<file path="src/rtl/floo_pkg.sv">
// ============================================================================
// Module   : floo_pkg
// Brief    : Shared types and defaults for the flit-link VC credit scheduler.
// Revision : 1.0
// ============================================================================
`default_nettype none

package floo_pkg;

  // Shared with the router input buffers so both ends agree on buffer depth.
  localparam int unsigned NumCreditsDefault = 4;
  localparam int unsigned NumVcDefault      = 2;

  localparam int unsigned VcIdWidth      = (NumVcDefault > 1) ? $clog2(NumVcDefault) : 1;
  localparam int unsigned CreditCntWidth = $clog2(NumCreditsDefault + 1);

  typedef logic [VcIdWidth-1:0]      vc_id_t;
  typedef logic [CreditCntWidth-1:0] credit_cnt_t;

  typedef enum logic [0:0] {
    IDLE   = 1'b0,
    LOCKED = 1'b1
  } sched_state_e;

  function automatic int unsigned vc_id_width(input int unsigned num_vc);
    return (num_vc > 1) ? $clog2(num_vc) : 1;
  endfunction

endpackage

`default_nettype wire

</file>
<file path="src/rtl/floo_credit_counter.sv">
// ============================================================================
// Module   : floo_credit_counter
// Brief    : Single-VC downstream credit counter, up/down with saturation.
// Revision : 1.0
// ============================================================================
`default_nettype none

module floo_credit_counter
  import floo_pkg::*;
#(
  parameter int unsigned NumCredits  = NumCreditsDefault,
  parameter int unsigned CreditWidth = $clog2(NumCredits + 1)
) (
  input  logic                   clk_i,
  input  logic                   rst_i,
  input  logic                   inc_i,
  input  logic                   dec_i,
  output logic [CreditWidth-1:0] count_o
);

  localparam logic [CreditWidth-1:0] CountMax = CreditWidth'(NumCredits);

  logic [CreditWidth-1:0] count;

  always_ff @(posedge clk_i or posedge rst_i) begin
    if (rst_i) begin
      count <= CountMax;
    end else begin
      case ({inc_i, dec_i})
        2'b10: begin
          // A surplus credit is a protocol error; hold rather than wrap.
          if (count != CountMax) begin
            count <= count + 1'b1;
          end
        end
        2'b01:   count <= count - 1'b1;
        default: count <= count;
      endcase
    end
  end

  assign count_o = count;

  overflow_chk : assert property (@(posedge clk_i) disable iff (rst_i)
    !(inc_i && !dec_i && (count == CountMax)))
    else $error("credit counter overflow: credit returned while already full");

  underflow_chk : assert property (@(posedge clk_i) disable iff (rst_i)
    !(dec_i && !inc_i && (count == '0)))
    else $error("credit counter underflow: flit sent without credit");

endmodule

`default_nettype wire

</file>
<file path="src/rtl/floo_vc_credit_sched.sv">
// ============================================================================
// Module   : floo_vc_credit_sched
// Brief    : Credit-based round-robin VC scheduler with wormhole locking.
// Revision : 1.0
// ============================================================================
`default_nettype none

module floo_vc_credit_sched
  import floo_pkg::*;
#(
  parameter int unsigned NumVirtChannels = NumVcDefault,
  parameter int unsigned NumCredits      = NumCreditsDefault,
  parameter type         flit_t          = logic
) (
  input  logic                                                    clk_i,
  input  logic                                                    rst_i,
  input  logic  [NumVirtChannels-1:0]                             valid_i,
  output logic  [NumVirtChannels-1:0]                             ready_o,
  input  flit_t [NumVirtChannels-1:0]                             data_i,
  input  logic  [NumVirtChannels-1:0]                             last_i,
  output logic                                                    valid_o,
  input  logic                                                    ready_i,
  output flit_t                                                   data_o,
  output logic  [vc_id_width(NumVirtChannels)-1:0]                vc_id_o,
  output logic                                                    last_o,
  input  logic  [NumVirtChannels-1:0]                             credit_i,
  output logic  [NumVirtChannels-1:0][$clog2(NumCredits+1)-1:0]   credits_o
);

  localparam int unsigned CreditWidth = $clog2(NumCredits + 1);
  localparam int unsigned VcW         = vc_id_width(NumVirtChannels);

  logic [NumVirtChannels-1:0][CreditWidth-1:0] credits;
  logic [NumVirtChannels-1:0]                  elig;

  sched_state_e   state, state_next;
  logic [VcW-1:0] rr_ptr, rr_next;
  logic [VcW-1:0] lock_vc, lock_next;
  logic [VcW-1:0] rr_sel, rr_idx, sel;
  logic           rr_found;
  logic           link_valid;
  logic           transfer;

  // --------------------------------------------------------------------------
  // Per-VC credit tracking
  // --------------------------------------------------------------------------
  for (genvar v = 0; v < NumVirtChannels; v++) begin : g_vc
    assign elig[v]    = valid_i[v] && (credits[v] != '0);
    assign ready_o[v] = transfer && (sel == VcW'(v));

    floo_credit_counter #(
      .NumCredits  (NumCredits),
      .CreditWidth (CreditWidth)
    ) i_credit_counter (
      .clk_i   (clk_i),
      .rst_i   (rst_i),
      .inc_i   (credit_i[v]),
      .dec_i   (ready_o[v]),
      .count_o (credits[v])
    );
  end

  assign credits_o = credits;

  // --------------------------------------------------------------------------
  // Round-robin search: first eligible VC at or after rr_ptr, wrapping
  // --------------------------------------------------------------------------
  always_comb begin
    rr_found = 1'b0;
    rr_sel   = '0;
    rr_idx   = '0;
    for (int unsigned i = 0; i < NumVirtChannels; i++) begin
      rr_idx = VcW'((32'(rr_ptr) + i) % NumVirtChannels);
      if (!rr_found && elig[rr_idx]) begin
        rr_found = 1'b1;
        rr_sel   = rr_idx;
      end
    end
  end

  assign sel        = (state == LOCKED) ? lock_vc : rr_sel;
  assign link_valid = (state == LOCKED) ? elig[lock_vc] : rr_found;

  // --------------------------------------------------------------------------
  // Output datapath; forced quiet while reset is asserted
  // --------------------------------------------------------------------------
  assign valid_o  = link_valid && !rst_i;
  assign transfer = valid_o && ready_i;
  assign data_o   = valid_o ? data_i[sel] : '0;
  assign last_o   = valid_o && last_i[sel];

  if (NumVirtChannels > 1) begin : g_vc_id_multi
    assign vc_id_o = valid_o ? sel : '0;
  end else begin : g_vc_id_single
    assign vc_id_o = '0;
  end

  // --------------------------------------------------------------------------
  // Wormhole lock FSM and round-robin pointer
  // --------------------------------------------------------------------------
  always_comb begin
    state_next = state;
    lock_next  = lock_vc;
    rr_next    = rr_ptr;
    if (transfer) begin
      if (last_o) begin
        state_next = IDLE;
        rr_next    = (sel == VcW'(NumVirtChannels - 1)) ? '0 : sel + 1'b1;
      end else begin
        state_next = LOCKED;
        lock_next  = sel;
      end
    end
  end

  always_ff @(posedge clk_i or posedge rst_i) begin
    if (rst_i) begin
      state   <= IDLE;
      lock_vc <= '0;
      rr_ptr  <= '0;
    end else begin
      state   <= state_next;
      lock_vc <= lock_next;
      rr_ptr  <= rr_next;
    end
  end

  no_credit_xfer_chk : assert property (@(posedge clk_i) disable iff (rst_i)
    transfer |-> (credits[sel] != '0))
    else $error("transfer issued on a VC with zero credits");

  ready_onehot_chk : assert property (@(posedge clk_i) disable iff (rst_i)
    $onehot0(ready_o))
    else $error("more than one VC granted in a cycle");

endmodule

`default_nettype wire
</file>
<file path="config.mk">
export PLATFORM = sky130hd
export DESIGN_NAME = floo_vc_credit_sched
export DESIGN_NICKNAME = d
export VERILOG_FILES = /design/src/rtl/floo_pkg.sv /design/src/rtl/floo_credit_counter.sv /design/src/rtl/floo_vc_credit_sched.sv
export SDC_FILE = /design/constraint.sdc
export NUM_CORES = 1
export LEC_CHECK = 0
export ABC_AREA = 1
export CAP_MARGIN = 20
export CORE_UTILIZATION = 25
export CTS_CLUSTER_DIAMETER = 80
export DETAILED_ROUTE_END_ITERATION = 8
export PLACE_DENSITY = 0.53
export SLEW_MARGIN = 20
export SYNTH_ARGS = -nofsm -noshare
export SYNTH_HDL_FRONTEND = slang
export SYNTH_HIERARCHICAL = 1
export SYNTH_SLANG_ARGS = --single-unit
</file>
<file path="constraint.sdc">
create_clock -name clk_i -period 2.1 [get_ports clk_i]
set_clock_uncertainty 0.1 [all_clocks]
set_input_delay 0.42 -clock clk_i [delete_from_list [all_inputs] [get_ports clk_i]]
set_output_delay 0.42 -clock clk_i [all_outputs]
set_load 0.1 [all_outputs]
</file>
==> metrics <==
status=complete, but fails checks; violated checks=DRC, setup timing; routability cong.=0.815; finished layout cell area=0.00156 mm2; Worst Tran Pin Value=278 ps; Critical Path Source Type=flop; core area=0.00281 mm2; worst-path fanout max=3; Critical Path AT=2470 ps; CTS clk-pin slew, worst paths=70 ps; internal power=1190 uW; Setup WS post-layout=-326 ps; syn nets=125; Gate power share=81.4%; first-pass GRT wire length=3680 um; delay-heaviest family, CP=flip-flops; Net Switching=1450 uW; worst endpoint required time=2150 ps; Cell Area, Placed=0.00130 mm2; drt first-iter violations=19; Post-Route WL=2250 um; CTS sink cnt=9; CTS Buffer Depth=2; Hold Crit Class=flop to flop; DIE AREA=0.00325 mm2; flop2flop setup slack=-330 ps; reg-to-reg startpoint=g_vc[1].i_credit_counter/count_o[2]; area delta synth->final=106%; largest area contributor in the netlist=dfrtp_1; io pins=23; Synth Area per Inst=6.76 um2; RSZ-0062 raised after global routing=true; post-DR vias/cell=4.39; global route overflow=0; Antenna Cells=0; router iterations before antenna repair=6; number of global-route vias before repair=902; worst path cell trace=nor2_2 -> nand2_1 -> nand3_2 -> a21oi_4 -> inv_4 -> nor2_8 -> inv_4 -> nor2_4 -> buf_4 -> nand2_2 -> fa_2 -> inv_2 -> nand2_1 -> o21ai_2; initial antenna violation count=0; asr flop ratio synth=100%; Worst IR Drop VDD=1350 uV; clock power share=5.2%; number of synthesized flops with an enable pin=0; Yosys Warn Count=6; CP bufs+invs=4; Max-slew headroom=81.6%; Distinct cells, synth=19; Pwr Total=2640 uW; register area share after synthesis=30.1%; WS Path Type=flop to flop; Die Span Y=57.0 um; Flop pwr share=13.4%; WHS Endpoint=rr_ptr; largest net degree at the start of global routing=6; non-filler cells, final=204; most frequent cell after synthesis=nand2_1; Worst path max stage delay=630 ps; post-synthesis cell area=757 um2; worst r2r dst=g_vc[0].i_credit_counter/count_o[1]; H-Tree Depth=1; CTS tree=done; Hold Path Cell Cnt=2; routed vias=895; port bufs=22; achievable frequency=0.412 GHz; Fillers=256; hold path startpoint=rr_ptr; Lkg Pwr=0.000803 uW; area of the multi-input gates=553 um2; CTS buffer count=3; setup tns final=-2530 ps; CTS Hold Buffers Added=0; top cells by area, synth=dfrtp_1, nand2_1, inv_1, nand3_1, dfstp_2; final hold vios=0; Post-synth top flop=dfrtp_1; Final Max Slew Viols=0; total track usage=15.0%; area share of the largest cell type after synthesis=23.1%; Site Rows=19; Post-Synthesis Cells=112; Post-DP HPWL=1700 um; Initial Util=27.0%; flops & latches, synth=9; most frequent cells after synthesis=nand2_1, inv_1, nand3_1; fin nets=187; post-placement cell count=185; Min Hold Slack=388 ps; Tcrit/Tclk final=116%; worst skew pair latency=270 ps; fin crit period=2430 ps; pwr dens=1690 mW/mm2; final setup violation count=10; CP Capture Type=flop; Routed Antenna Nets=0; die width=57.0 um; switching power as a share of total power=54.9%; R2R cell count=14; Max-Cap Viols=0; register area=240 um2; Routed WL per cell=11.0 um; layout cell share with drive strength beyond 1=59.5%; Slowest-stage cell, CP=dfstp_4; clock tree root buffer cell=clkbuf_4; drt drc=6
-- cell type report --
class,count,share of cell area [%]
clock buffer,4,1.69
inverter,26,6.75
multi-input combinational,77,35.5
sequential,9,15.4
tap,31,2.49
timing repair buffer,57,38.1
-- worst register-to-register path: stages (launching register included) --
cell and delay, ps:
dfstp_4 630, nor2_2 30, nand2_1 60, nand3_2 100, a21oi_4 200, inv_4 70, nor2_8 90, inv_4 50
nor2_4 100, buf_4 120, nand2_2 70, fa_2 530, inv_2 30, nand2_1 70, o21ai_2 50
-- logic make-up (layout without fill, tap and decap cells) --
family	count (synthesis)	count (layout)	share of synthesized area, %
and+or+nand+nor	71	71	46.3
buffers and inverters	26	87	13.2
DFF	9	9	30.1
AOI/OAI and AO/OA	4	4	5.12
adders and majority gates	2	2	5.29
-- placed cells by master, fill, tap and decap left out, drive strengths merged --
master / instances
nand3: 16
nand2: 38
buf: 47
a21oi: 1
clkdlybuf4s50: 8
o21ai: 3
dfrtp: 7
and2: 1
dlygate4sd2: 1
dlymetal6s2s: 1
nand4: 1
dfstp: 2
nor2: 15
clkbuf: 4
inv: 26
fa: 2
-- per-layer routing --
metal / vias to the layer above / wire, um / global-route usage, %
li1: 457 / - / -
met1: 425 / 923 / 18.0
met2: 13 / 1240 / 26.2
met3: 0 / 92 / 6.12
met4: 0 / 0 / 1.05
met5: - / 0 / 0
-- through the flow --
| stage | utilization [%] | worst slack, ps |
|---|---|---|
| floorplan | - | -1470 |
| global placement | 46.3 | -430 |
| detailed placement | 46.3 | -460 |
| CTS | 51.1 | -266 |
| global route | 55.5 | -411 |
| finish | 55.5 | -326 |
-- sequential cells by signal, summed over array words and instances (netlist names) --
signal	count
rr_ptr	1
state	1
lock_vc	1
g_vc.i_credit_counter/count_o	6
-- power groups by stage --
stage | registers [uW] | logic [uW] | clock network [uW]
floorplan | 798 | 777 | 0
global placement | 347 | 1850 | 0
detailed placement | 351 | 1860 | 0
CTS | 350 | 2010 | 145
global route | 365 | 2290 | 157
finish | 352 | 2150 | 138
-- timing repair --
item,4_1_cts,5_1_grt
setup endpoints to repair,10,12
buffers inserted,9,8
resized for setup,15,21
pin swaps,10,9
-- how the worst max path moves through the flow --
stage | start | endpoint | slack (ps) | cells after the start
5_1_grt | g_vc[1].i_credit_counter/count_o[2] | ready_o[1] | -410 | 10
6_report | g_vc[1].i_credit_counter/count_o[2] | g_vc[0].i_credit_counter/count_o[1] | -330 | 14
4_1_cts | g_vc[1].i_credit_counter/count_o[2] | ready_o[0] | -270 | 10
3_5_place_dp | valid_i[0] | g_vc[0].i_credit_counter/count_o[1] | -460 | 13
3_3_place_gp | valid_i[0] | g_vc[0].i_credit_counter/count_o[2] | -430 | 15
2_1_floorplan | g_vc[1].i_credit_counter/count_o[2] | g_vc[1].i_credit_counter/count_o[1] | -1470 | 13
Power figures use the tool's default switching activity.
